$ cat src/rtl/reg_wb_pkg.sv
// +-----------------------------------------------------------------------------
// | Module      : reg_wb_pkg
// | Description : Shared types and constants for the writeback arbiter.
// | Revision    : 1.0 - initial release
// +-----------------------------------------------------------------------------
`default_nettype none

package reg_wb_pkg;

  localparam int NUM_WB_SRC = 3;

  // Values match the writeback mux select so wb_sel can drive it directly
  typedef enum logic [1:0] {
    WB_PC  = 2'b00,
    WB_ALU = 2'b01,
    WB_MEM = 2'b10
  } wb_sel_e;

  typedef enum logic [0:0] {
    ST_EMPTY = 1'b0,
    ST_FULL  = 1'b1
  } slot_state_e;

  // Request/grant bit positions, also the round-robin search order
  localparam logic [1:0] SRC_MEM = 2'd0;
  localparam logic [1:0] SRC_ALU = 2'd1;
  localparam logic [1:0] SRC_PC  = 2'd2;

  function automatic logic [1:0] src_wrap(input logic [2:0] s);
    logic [2:0] r;
    r = (s >= 3'd3) ? (s - 3'd3) : s;
    return r[1:0];
  endfunction

endpackage

`default_nettype wire

$ cat src/rtl/reg_wb_pick.sv
// +-----------------------------------------------------------------------------
// | Module      : reg_wb_pick
// | Description : One-hot grant picker; fixed MEM > ALU > PC, or round-robin
// |               starting at ptr when REG_WB_RR_EN is defined.
// | Revision    : 1.0 - initial release
// +-----------------------------------------------------------------------------
`default_nettype none

module reg_wb_pick
  import reg_wb_pkg::*;
(
  input  logic [NUM_WB_SRC-1:0] req,
  input  logic [1:0]            ptr,
  output logic [NUM_WB_SRC-1:0] gnt
);

`ifdef REG_WB_RR_EN
  always_comb begin
    logic       w_found;
    logic [1:0] w_idx;
    gnt     = '0;
    w_found = 1'b0;
    w_idx   = 2'd0;
    for (int k = 0; k < NUM_WB_SRC; k++) begin
      w_idx = src_wrap({1'b0, ptr} + 3'(k));
      if (!w_found && req[w_idx]) begin
        gnt[w_idx] = 1'b1;
        w_found    = 1'b1;
      end
    end
  end
`else
  logic w_unused_ptr;
  assign w_unused_ptr = ^ptr;

  assign gnt[SRC_MEM] = req[SRC_MEM];
  assign gnt[SRC_ALU] = req[SRC_ALU] & ~req[SRC_MEM];
  assign gnt[SRC_PC]  = req[SRC_PC]  & ~req[SRC_ALU] & ~req[SRC_MEM];
`endif

endmodule

`default_nettype wire

$ cat src/rtl/reg_wb_arbiter.sv
// +-----------------------------------------------------------------------------
// | Module      : reg_wb_arbiter
// | Description : Arbitrates PC/ALU/MEM writebacks into a one-entry output slot
// |               feeding the register file. REG_WB_RR_EN selects round-robin.
// | Revision    : 1.0 - initial release
// +-----------------------------------------------------------------------------
`default_nettype none

module reg_wb_arbiter
  import reg_wb_pkg::*;
#(
  parameter int DATA_WIDTH     = 32,
  parameter int REG_ADDR_WIDTH = 5
) (
  input  logic                      clk,
  input  logic                      rst,
  input  logic                      pc_valid,
  input  logic                      alu_valid,
  input  logic                      mem_valid,
  input  logic [REG_ADDR_WIDTH-1:0] pc_rd,
  input  logic [REG_ADDR_WIDTH-1:0] alu_rd,
  input  logic [REG_ADDR_WIDTH-1:0] mem_rd,
  input  logic [DATA_WIDTH-1:0]     pc_data,
  input  logic [DATA_WIDTH-1:0]     alu_data,
  input  logic [DATA_WIDTH-1:0]     mem_data,
  output logic                      pc_ready,
  output logic                      alu_ready,
  output logic                      mem_ready,
  output logic                      rf_we,
  output logic [REG_ADDR_WIDTH-1:0] rf_waddr,
  output logic [DATA_WIDTH-1:0]     rf_wdata,
  output logic [1:0]                wb_sel,
  input  logic                      rf_ready
);

  slot_state_e               r_state;
  logic [REG_ADDR_WIDTH-1:0] r_waddr;
  logic [DATA_WIDTH-1:0]     r_wdata;
  wb_sel_e                   r_sel;

  logic [NUM_WB_SRC-1:0]     w_req;
  logic [NUM_WB_SRC-1:0]     w_pick;
  logic [NUM_WB_SRC-1:0]     w_gnt;
  logic                      w_open;
  logic                      w_xfer;
  logic [1:0]                w_ptr;
  logic [1:0]                w_src;
  logic [REG_ADDR_WIDTH-1:0] w_rd;
  logic [DATA_WIDTH-1:0]     w_data;
  wb_sel_e                   w_sel;

  assign w_req[SRC_MEM] = mem_valid;
  assign w_req[SRC_ALU] = alu_valid;
  assign w_req[SRC_PC]  = pc_valid;

  reg_wb_pick u_pick (
    .req (w_req),
    .ptr (w_ptr),
    .gnt (w_pick)
  );

  // Slot can take a new entry when empty or when its current entry retires now
  assign w_open = !rst && ((r_state == ST_EMPTY) || rf_ready);
  assign w_gnt  = w_open ? w_pick : '0;
  assign w_xfer = |w_gnt;

  assign mem_ready = w_gnt[SRC_MEM];
  assign alu_ready = w_gnt[SRC_ALU];
  assign pc_ready  = w_gnt[SRC_PC];

  always_comb begin
    w_src  = SRC_MEM;
    w_rd   = mem_rd;
    w_data = mem_data;
    w_sel  = WB_MEM;
    if (w_gnt[SRC_ALU]) begin
      w_src  = SRC_ALU;
      w_rd   = alu_rd;
      w_data = alu_data;
      w_sel  = WB_ALU;
    end else if (w_gnt[SRC_PC]) begin
      w_src  = SRC_PC;
      w_rd   = pc_rd;
      w_data = pc_data;
      w_sel  = WB_PC;
    end
  end

`ifdef REG_WB_RR_EN
  logic [1:0] r_ptr;

  always_ff @(posedge clk) begin
    if (rst) begin
      r_ptr <= SRC_MEM;
    end else if (w_xfer) begin
      r_ptr <= src_wrap({1'b0, w_src} + 3'd1);
    end
  end

  assign w_ptr = r_ptr;
`else
  logic w_unused_src;
  assign w_unused_src = ^w_src;
  assign w_ptr        = SRC_MEM;
`endif

  // Writes to x0 are consumed without occupying the slot
  always_ff @(posedge clk) begin
    if (rst) begin
      r_state <= ST_EMPTY;
      r_waddr <= '0;
      r_wdata <= '0;
      r_sel   <= WB_PC;
    end else if (w_xfer) begin
      if (w_rd != '0) begin
        r_state <= ST_FULL;
        r_waddr <= w_rd;
        r_wdata <= w_data;
        r_sel   <= w_sel;
      end else begin
        r_state <= ST_EMPTY;
      end
    end else if ((r_state == ST_FULL) && rf_ready) begin
      r_state <= ST_EMPTY;
    end
  end

  assign rf_we    = (r_state == ST_FULL);
  assign rf_waddr = r_waddr;
  assign rf_wdata = r_wdata;
  assign wb_sel   = r_sel;

endmodule

`default_nettype wire

$ cat config.mk
export PLATFORM = sky130hd
export DESIGN_NAME = reg_wb_arbiter
export DESIGN_NICKNAME = d
export VERILOG_FILES = /design/src/rtl/reg_wb_pkg.sv /design/src/rtl/reg_wb_pick.sv /design/src/rtl/reg_wb_arbiter.sv
export SDC_FILE = /design/constraint.sdc
export NUM_CORES = 1
export LEC_CHECK = 0
export ABC_CLOCK_PERIOD_IN_PS = 5100
export BUFFER_PORTS_ARGS = -buffer_cell sky130_fd_sc_hd__buf_2
export CORE_ASPECT_RATIO = 0.75
export CORE_MARGIN = 10
export CORE_UTILIZATION = 46
export CTS_BUF_LIST = sky130_fd_sc_hd__clkbuf_4
export DETAILED_ROUTE_END_ITERATION = 6
export HOLD_SLACK_MARGIN = 0.03
export PLACE_DENSITY_LB_ADDON = 0.15
export SYNTH_ARGS = -nofsm -noshare
export SYNTH_HDL_FRONTEND = slang
export SYNTH_HIERARCHICAL = 1
export SYNTH_SLANG_ARGS = --single-unit
$ cat constraint.sdc
create_clock -name clk -period 5.1 [get_ports clk]
set_clock_uncertainty 0.05 [all_clocks]
set_input_delay 0.765 -clock clk [delete_from_list [all_inputs] [get_ports clk]]
set_output_delay 0.765 -clock clk [all_outputs]
set_load 0.01 [all_outputs]
## Word level (Yosys, flattened, before mapping)

Index checks and enable logic that the tools add are counted.

| word-level totals | value |
|---|---|
| bits in read-only memories | 0 |
| flip-flop bits (word level) | 40 |
| input port bits | 117 |
| memories kept | 0 |
| bits in writable memories | 0 |
| latch bits | 0 |
| word-level logic and storage cells | 28 |

| cells by class | value |
|---|---|
| shift-type cells | 0 |
| magnitude comparators | 0 |
| bitwise operators | 6 |
| add/sub/neg operators | 0 |
| equality and inequality tests | 0 |
| multiply operators | 0 |
| muxes and demuxes | 10 |
| div/mod/pow operators | 0 |
| reduce and logical (&&, ||, !) cells | 8 |

Operators with widths:

| cell | count |
|---|---|
| $mux 32 | 2 |
| $mux 5 | 2 |
| $reduce_bool 5->1 | 1 |
| $mux 2 | 2 |
| $and 1x1->1 | 3 |
| $mux 1 | 3 |
| $mux 3 | 1 |
| $not 1->1 | 3 |
| $reduce_or 3->1 | 1 |
| $logic_and 1x1->1 | 2 |
| $reduce_and 2->1 | 1 |
| $reduce_bool 2->1 | 1 |
| $logic_not 1->1 | 1 |
| $logic_or 1x1->1 | 1 |

## Logic depth before layout (Yosys ltp)

Gate-level depths: netlist of run 1.

| depth | value |
|---|---|
| word-level depth | 9 |
| mapped depth | 9 |
| mapped depth without buffers | 8 |

## Modules after synthesis

Netlist of run 1, hierarchy kept.

Modules (own cells, without submodules):

| module | times used | cells each | sequential area each (um^2) | area each (um^2) |
|---|---|---|---|---|
| reg_wb_arbiter | 1 | 326 | 800.8 | 2454.9 |
| reg_wb_pick | 1 | 3 | 0.0 | 26.3 |

## Worst setup path before layout of run 1

Ideal clock, no wire load.

| timing | value |
|---|---|
| path type | in2out |
| start | input port alu_valid |
| end | output port alu_ready |
| cell stages on the path | 6 |
| slack | 2.238 ns |
| data required time | 4.285 ns |
| path buffers | 2 |
| arrival | 2.047 ns |
| path through | nor2b_1 -> nor2b_4 -> nand2_8 -> inv_2 -> clkbuf_1 -> buf_1 |

| between the ends | value |
|---|---|
| longest elaborated chain between the ends | 2 |

Ends and longest elaborated chain:

| what | line | RTL |
|---|---|---|
| start: declaration | reg_wb_arbiter.sv:18 | `input logic alu_valid,` |
| $and 1x1->1 | reg_wb_pick.sv:37 | `assign gnt[SRC_ALU] = req[SRC_ALU] & ~req[SRC_MEM];` |
| $mux 3 | reg_wb_arbiter.sv:64 | `assign w_gnt = w_open ? w_pick : '0;` |
| end: declaration | reg_wb_arbiter.sv:27 | `output logic alu_ready,` |

Every way passes these cells.

## Worst setup path after layout of run 1

| timing | value |
|---|---|
| start | input port mem_valid |
| end | register r_wdata[1], in the netlist rf_wdata[1] |

| between the ends | value |
|---|---|
| longest elaborated chain between the ends | 7 |
| elaborated cells on any way between the ends | 11 |
| those cells by class | mux: 5; bitwise: 3; reduce/logical: 3 |

Ends and longest elaborated chain:

| what | line | RTL |
|---|---|---|
| start: declaration | reg_wb_arbiter.sv:19 | `input logic mem_valid,` |
| $not 1->1 * | reg_wb_pick.sv:38 | `assign gnt[SRC_PC] = req[SRC_PC] & ~req[SRC_ALU] & ~req[SRC_MEM];` |
| $and 1x1->1 * | reg_wb_pick.sv:38 |  |
| named net w_pick[2] | reg_wb_arbiter.sv:42 | `logic [NUM_WB_SRC-1:0] w_pick;` |
| $mux 3 * | reg_wb_arbiter.sv:64 |  |
| $mux 5 | reg_wb_arbiter.sv:81 | `end else if (w_gnt[SRC_PC]) begin` |
| $mux 5 | reg_wb_arbiter.sv:76 | `if (w_gnt[SRC_ALU]) begin` |
| $reduce_bool 5->1 | reg_wb_arbiter.sv:115 | `if (w_rd != '0) begin` |
| $reduce_and 2->1 (no source line) | -- |  |
| end signal: assignment | reg_wb_arbiter.sv:118 | `r_wdata <= w_data;` |
| end: declaration | reg_wb_arbiter.sv:38 | `logic [DATA_WIDTH-1:0] r_wdata;` |

The timed path passes the listed nets; every way through them passes the cells marked *.
A chain may end at the register's enable or synchronous reset.

==> summary.txt, run 1 <==
Layout
  • Layout area overhead: 34.8%
  • ANT cells: 0
  • Share of layout cells above drive strength 1: 39.6%
  • Final net count: 586
  • Design Area, Final: 3340 um^2

GRT
  • Antenna violations before repair: 0
  • Largest net degree at the start of global routing: 66
  • First-pass GRT wire length: 13600 um
  • Vias in the first global route: 2877
  • Aggregate global-route resource usage: 18.1%
  • Grt ovf: 0

Drt
  • Drt wl/cell: 15.6 um
  • Aggregate routed wire length: 8500 um
  • Vias/cell: 5.21
  • TritonRoute pass-1 iters: 4
  • Initial DRC count: 137
  • ANT nets after route: 0
  • DRC violations left: 0
  • Via count: 2839

Power
  • Comb power frac: 31.5%
  • Internal: 0.569 mW
  • Power density cells: 249 nW/um^2
  • Switching Share: 31.8%
  • Clock power share: 24.6%
  • Peak VDD IR: 163 uV
  • P_sw: 0.265 mW
  • Leakage: 1.75 nW
  • Sequential share of power: 43.9%

Timing
  • Fin crit share: 73.3%
  • Setup TNS: 0 ns
  • RSZ-0062 raised after global routing: no
  • Max_slew headroom: 34.9%
  • Final Hold Viols: 0
  • Post-layout min period: 3.74 ns
  • Worst-margin pin slew: 0.976 ns
  • Setup-failing EPs final: 0
  • Achievable frequency: 0.268 GHz
  • Slew Viols, Final: 0

Place
  • Hpwl dp: 6740 um
  • Port buffer count: 159
  • Area post-placement: 3260 um^2
  • Gpl congestion: 0.862

CTS
  • Hold buffers post-CTS: 0
  • Post-CTS Setup Bufs: 0
  • Clock transition at path regs: 0.12 ns
  • Quantity of gates resized following cts: 0
  • Clk root buf: clkbuf_4
  • Longest Clk Path Bufs: 2
  • Clock sink total: 40
  • CTS tree: done
  • CTS Buf Count: 5
  • Later-pin clock latency in the skew report: 0.33 ns
  • H-tree levels: 2

Floorplan
  • I/O pin count: 160
  • Initial Utilization: 47.0%
  • Core Rows: 23
  • Core ar.: 5270 um^2
  • Die ar.: 8750 um^2
  • Chip Height: 83.6 um
  • Die width: 105 um

Logic synthesis
  • Syn Area/Cell: 7.55 um^2
  • Syn Std Cell Area: 2480 um^2
  • Synth warnings: 6
  • Gate Count Post-Synth: 328
  • Synthesized net count: 445

Run status
  • Status: finished clean

Job
  • Max-cap check violation count: 0

Setup path
  • Setup CP Type: in2reg
  • Crit path max fanout: 21
  • Required time of the worst setup path: 5.31 ns
  • Crit start category: input port
  • Setup crit end kind: flip-flop
  • Worst endpoint data arrival time: 3.95 ns

Min path
  • Hold crit path type: reg2reg
## worst max-delay path, stage by stage
cell and delay (ns):
buf_2 0.13, nor3b_4 0.64, buf_4 0.38, or2_2 0.18, o32ai_1 0.10, a211oi_2 0.33
nand3_2 0.18, o21ai_4 0.57, buf_4 0.42, mux2i_1 0.25
## power by group through the flow
stage | clock, mW | combinational (mW) | sequential [mW]
2_1_floorplan | 0 | 0.136 | 0.392
3_3_place_gp | 0 | 0.260 | 0.372
3_5_place_dp | 0 | 0.264 | 0.373
4_1_cts | 0.212 | 0.265 | 0.366
5_1_grt | 0.227 | 0.290 | 0.370
6_report | 0.205 | 0.262 | 0.366
## area by class of cell
| type | count | area, um^2 |
|---|---|---|
| multi-input cells | 253 | 1520 |
| flip-flops and latches | 40 | 801 |
| inverters | 6 | 22.5 |
| fillers | 476 | 1930 |
| repair buffers | 163 | 826 |
| clock inverters | 3 | 42.5 |
| well taps | 75 | 93.8 |
| clock buffers | 5 | 37.5 |
## placed cells by master (no fill, tap or decap), types with 2 or more instances in the layout
master and count:
a21oi_1 68, a311oi_1 5, a31oi_1 2, and3_1 2
buf_2 159, buf_4 4, clkbuf_4 5, dfxtp_1 40
inv_1 4, inv_2 2, mux2i_1 33, nand2_1 65
nand2b_1 2, nand3_1 33, nor2_1 10, o221a_2 2
o221ai_1 3, o221ai_2 2, o41a_1 3, or3_1 3
## sequential cells by signal, indices dropped and copies added (netlist names)
register and cells:
rf_waddr 5, rf_wdata 32, rf_we 1, wb_sel 2
## per-layer routing
metal | track usage [%] | vias to the layer above | part of all wire (%)
li1 | - | 1448 | -
met1 | 22.4 | 1274 | 46
met2 | 29.9 | 113 | 45
met3 | 5.94 | 4 | 8.6
met4 | 3.36 | 0 | 0.35
met5 | 0 | - | 0
## through the flow
step	setup slack (ns)	hold slack, ns	total power, mW	util [%]	std cells
final	1.36	0.401	0.833	63.4	545
after global routing	1.23	0.414	0.888	63.4	545
after CTS	1.42	0.404	0.843	63.4	545
after detailed placement	1.05	0.386	0.637	61.9	537
after global placement	1.18	0.380	0.632	61.9	537
after floorplan	2.24	0.419	0.527	-	328
## final timing paths
kind	from	endpoint	slack, ns	cells past startpoint
max	mem_valid	rf_wdata[1]	1.36	10
min	wb_sel[1]	wb_sel[1]	0.40	2
max reg2reg	rf_we	rf_wdata[1]	1.89	8
min reg2reg	wb_sel[1]	wb_sel[1]	0.40	2
(Power assumes the default switching activity.)
==> inputs of run 2 (changes only) <==
ABC_AREA = 1   (was not set)
ABC_CLOCK_PERIOD_IN_PS = 3300   (was 5100)
CORE_UTILIZATION = 40   (was 46)
clock period = 3.3 ns   (was 5.1 ns; I/O delays follow)
==> run 2 against run 1 <==
Utilization down 7.2 points. Register-to-register slack worse by 0.89 ns. Critical path type is now in2out. Critical endpoint is now pc_ready. Largest cell class unchanged. Largest power group unchanged. Sequential power up 52%. Synthesized cell count up 23%. First-iteration DRC count up 55%. Hold slack worse by 0.12 ns. Total power up 51%. Die area up 13%. Flip-flop and latch count unchanged. Cell area about the same. Clock-buffer cell count unchanged. Cell count up 15%.
==> summary.txt, run 2 <==
Place
  • Gpl congestion: 0.882
  • Hpwl dp: 7100 um
  • Port buffer count: 159
  • Area post-placement: 3270 um^2

Layout
  • Most frequent cells in the layout: 159 x buf_2, 118 x nand2_1, 74 x nor2_1, 62 x nand3_1, 40 x dfxtp_1
  • Commonest non-fill, non-tap cell in the layout: buf_2
  • Final net count: 664
  • Design Area, Final: 3340 um^2
  • Share of layout cells above drive strength 1: 36.9%
  • Layout area overhead: 33.4%
  • ANT cells: 0
  • Max reg flops: 32

Drt
  • Aggregate routed wire length: 9000 um
  • DRC violations left: 0
  • Vias/cell: 4.79
  • ANT nets after route: 0
  • Via count: 2999
  • Initial DRC count: 212
  • Drt wl/cell: 14.4 um
  • TritonRoute pass-1 iters: 4

Power
  • Leakage: 1.88 nW
  • Clock power share: 25.3%
  • Peak VDD IR: 171 uV
  • Switching Share: 32.2%
  • Power density cells: 377 nW/um^2
  • Pwr Total: 1.26 mW
  • Comb power frac: 30.4%
  • Sequential share of power: 44.4%
  • Internal: 0.854 mW
  • P_sw: 0.405 mW

CTS
  • Quantity of gates resized following cts: 0
  • CTS tree: done
  • Post-CTS Setup Bufs: 0
  • Clk root buf: clkbuf_4
  • Hold buffers post-CTS: 0
  • CTS Buf Count: 5
  • Later-pin clock latency in the skew report: 0.35 ns
  • Clock transition at path regs: 0.13 ns
  • Clock sink total: 40
  • H-tree levels: 2
  • Longest Clk Path Bufs: 2

Floorplan
  • Die ar.: 9860 um^2
  • Chip Height: 88.5 um
  • I/O pin count: 160
  • Die width: 111 um
  • Core Rows: 24
  • Initial Utilization: 42.1%
  • Core ar.: 5950 um^2

Job
  • Max-cap check violation count: 0

Setup path
  • Required time of the worst setup path: 2.75 ns
  • Setup crit end kind: output pin
  • Crit. Startpoint: alu_valid
  • Crit path max fanout: 17
  • Setup CP Type: in2out
  • Reg-to-Reg Start: rf_we
  • Crit start category: input port
  • Worst endpoint data arrival time: 1.90 ns

Timing
  • Final Hold Viols: 0
  • Slew Viols, Final: 0
  • Post-layout min period: 2.44 ns
  • Setup-failing EPs final: 0
  • Worst-margin pin slew: 0.821 ns
  • Fin crit share: 73.9%
  • Setup TNS: 0 ns
  • RSZ-0062 raised after global routing: no
  • Achievable frequency: 0.410 GHz
  • Max_slew headroom: 45.1%

Logic synthesis
  • Synthesized net count: 520
  • Gate Count Post-Synth: 403
  • Syn Area/Cell: 6.22 um^2
  • Syn Std Cell Area: 2500 um^2
  • Synth warnings: 6

GRT
  • Grt ovf: 0
  • Vias in the first global route: 2909
  • First-pass GRT wire length: 14500 um
  • Aggregate global-route resource usage: 17.4%
  • Largest net degree at the start of global routing: 38
  • Antenna violations before repair: 0

Min path
  • Hold crit path type: in2reg
  • Min-delay src: rst

Run status
  • Status: finished clean
==> run 2: per-stage QoR <==
stage	hold WS, ns	std cells	setup WS [ns]	utilization, %
4_1_cts	0.277	626	0.868	56.2
5_1_grt	0.284	626	0.715	56.2
3_5_place_dp	0.406	618	0.657	54.9
2_1_floorplan	0.428	403	1.34	-
6_report	0.284	626	0.860	56.2
3_3_place_gp	0.404	618	0.679	54.9
==> run 2: final cells by class <==
| type | count | area, um^2 |
|---|---|---|
| repair buffers | 166 | 848 |
| multi-input cells | 322 | 1480 |
| inverters | 12 | 45.0 |
| fillers | 639 | 2600 |
| well taps | 78 | 97.6 |
| clock inverters | 3 | 37.5 |
| clock buffers | 5 | 37.5 |
| flip-flops and latches | 40 | 801 |
==> run 2: critical path: stages <==
cell and delay (ns):
buf_2 0.10, inv_2 0.05, nand2_2 0.04, nor2_2 0.21
nand3_2 0.37, inv_1 0.41, buf_2 0.21
==> run 2: routing by layer <==
layer	vias to the layer above	track usage [%]	part of all wire (%)
met2	115	28.1	45
met5	-	0	0
met4	0	3.14	0.56
met1	1293	22.4	46
li1	1585	-	-
met3	6	5.75	8.7
==> run 2: final timing paths <==
path,slack [ns],depth (start not counted),endpoint
max,0.86,7,pc_ready
max reg2reg,1.00,10,rf_waddr[4]
min reg2reg,0.42,2,wb_sel[0]
min,0.28,2,rf_we
==> run 2: power by group through the flow <==
stage	clock network, mW	registers (mW)	logic, mW
after global routing	0.344	0.565	0.438
after global placement	0	0.567	0.383
after CTS	0.323	0.559	0.387
after floorplan	0	0.592	0.211
after detailed placement	0	0.570	0.386
final	0.318	0.558	0.382
==> inputs of run 3 (changes only) <==
ABC_CLOCK_PERIOD_IN_PS = 2100   (was 3300)
clock period = 2.1 ns   (was 3.3 ns; I/O delays follow)
==> run 3 against run 2 <==
Hold slack lost 0.16 ns. Utilization is 2.5 points higher. Via count grew 0.37%. Setup slack worse by 0.68 ns. Cell area up 4.5%. Critical path depth down 2. Sequential share of layout area decreased by 1.0 points. Critical path type is now reg2out. Largest cell class unchanged. Largest power group unchanged.
==> summary.txt, run 3 (same netlist as run 2, synthesis figures left out) <==
CTS
  • Clock transition at path regs: 0.12 ns
  • CTS tree: done
  • Clock sink total: 40
  • CTS Buf Count: 5
  • Later-pin clock latency in the skew report: 0.34 ns
  • Longest Clk Path Bufs: 2
  • H-tree levels: 2
  • Clk root buf: clkbuf_4

GRT
  • Antenna violations before repair: 0
  • Vias in the first global route: 3020
  • Met2 Resource Use GR: 29.5%
  • Met1 Use GR: 22.2%
  • Aggregate global-route resource usage: 17.6%
  • Largest net degree at the start of global routing: 41
  • First-pass GRT wire length: 14700 um
  • GR Util met3: 5.88%
  • Busiest grt layer: met2
  • Grt ovf: 0

Power
  • Peak VDD IR: 357 uV
  • Power density cells: 580 nW/um^2
  • Leakage: 1.96 nW
  • Internal: 1.39 mW
  • Clock power share: 25.3%
  • Pwr Total: 2.03 mW
  • Sequential share of power: 43.2%
  • Comb power frac: 31.5%
  • Switching Share: 31.4%
  • P_sw: 0.636 mW

Timing
  • Worst-margin pin slew: 0.332 ns
  • Setup-failing EPs final: 0
  • Max_slew headroom: 77.8%
  • Fin crit share: 91.4%
  • Slew Viols, Final: 0
  • Final setup margin: 0.181 ns
  • WHS: 0.127 ns
  • Achievable frequency: 0.521 GHz
  • Post-layout min period: 1.92 ns
  • Final Hold Viols: 0

Setup path
  • Crit path max fanout: 21
  • Setup CP Type: reg2out
  • Setup crit end kind: output pin
  • Required time of the worst setup path: 1.74 ns
  • Worst endpoint data arrival time: 1.55 ns
  • Crit start category: flip-flop

Floorplan
  • Die width: 111 um
  • Core ar.: 5950 um^2
  • I/O pin count: 160
  • Initial Utilization: 42.1%
  • Core Rows: 24
  • Chip Height: 88.5 um
  • Die ar.: 9860 um^2

Place
  • Placed Cells: 628
  • Gpl congestion: 0.848
  • Hpwl dp: 7180 um
  • DP Worst Slack: 0.0701 ns
  • Port buffer count: 159

Layout
  • Multi-input logic area: 1480 um^2
  • FF+latch area: 801 um^2
  • Layout area overhead: 39.4%
  • Share of layout cells above drive strength 1: 38.4%
  • Commonest non-fill, non-tap cell in the layout: buf_2
  • Most frequent cells in the layout: 159 x buf_2, 118 x nand2_1, 74 x nor2_1, 62 x nand3_1, 40 x dfxtp_1
  • ANT cells: 0
  • Layout Cells excl Fill: 636
  • Fillers: 627
  • Max reg flops: 32
  • Final net count: 674

Run status
  • Status: finished clean

Drt
  • Aggregate routed wire length: 8880 um
  • DRC violations left: 0
  • TritonRoute pass-1 iters: 5
  • ANT nets after route: 0
  • Drt wl/cell: 14.0 um
  • Via count: 3010
  • Initial DRC count: 136
  • Vias/cell: 4.73

Job
  • Max-cap check violation count: 0

Min path
  • Hold crit path type: in2reg
run 3: cell types whose count changed in the layout (fill, tap and decap cells not counted), sizes merged:
| cell | delta |
|---|---|
| clkbuf | +1 |
| clkinv | -1 |
| buf | +10 |
run 3: layout make-up:
class | instances | share of cell area [%]
multi-input cells | 322 | 42.5
repair buffers | 176 | 28.2
flip-flops and latches | 40 | 22.9
well taps | 78 | 2.79
clock buffers | 6 | 1.29
inverters | 12 | 1.29
clock inverters | 2 | 1.00
run 3: worst max-delay path, stage by stage (launching register included):
cell,delay [ns]
dfxtp_1,0.33
nand2_2,0.17
nand3_2,0.21
inv_1,0.18
buf_12,0.17
buf_2,0.14
run 3: repair_timing:
action                     4_1_cts  5_1_grt
gates resized for setup          0        1
hold buffers                     0        0
setup buffers                    0        0
setup endpoints to repair        0        2
run 3: routing by layer:
| layer | share of wire, % | vias to the layer above |
|---|---|---|
| met5 | 0 | - |
| met4 | 0.39 | 0 |
| met3 | 6.4 | 4 |
| met2 | 46 | 102 |
| met1 | 47 | 1298 |
| li1 | - | 1606 |
run 3: final timing paths:
path                                endpoint         from  cells after the start  slack (ns)
worst max-delay path                pc_ready        rf_we                      5        0.18
worst min-delay path                   rf_we          rst                      2        0.13
worst max register to register  rf_wdata[11]        rf_we                     10        0.22
worst min register to register   rf_waddr[1]  rf_waddr[1]                      2        0.43
run 3: per-stage QoR:
stage / TNS, ns / instance area, um^2 / utilization [%]
final: 0 / 3490 / 58.7
after global routing: -0.00137 / 3490 / 58.7
after CTS: 0 / 3480 / 58.6
after detailed placement: 0 / 3400 / 57.3
after global placement: 0 / 3400 / 57.3
after floorplan: 0 / 2500 / -
run 3: power by group through the flow:
stage	sequential [mW]	clock [mW]	combinational, mW
2_1_floorplan	0.930	0	0.331
3_3_place_gp	0.890	0	0.633
3_5_place_dp	0.893	0	0.645
4_1_cts	0.876	0.530	0.647
5_1_grt	0.887	0.572	0.724
6_report	0.875	0.513	0.638
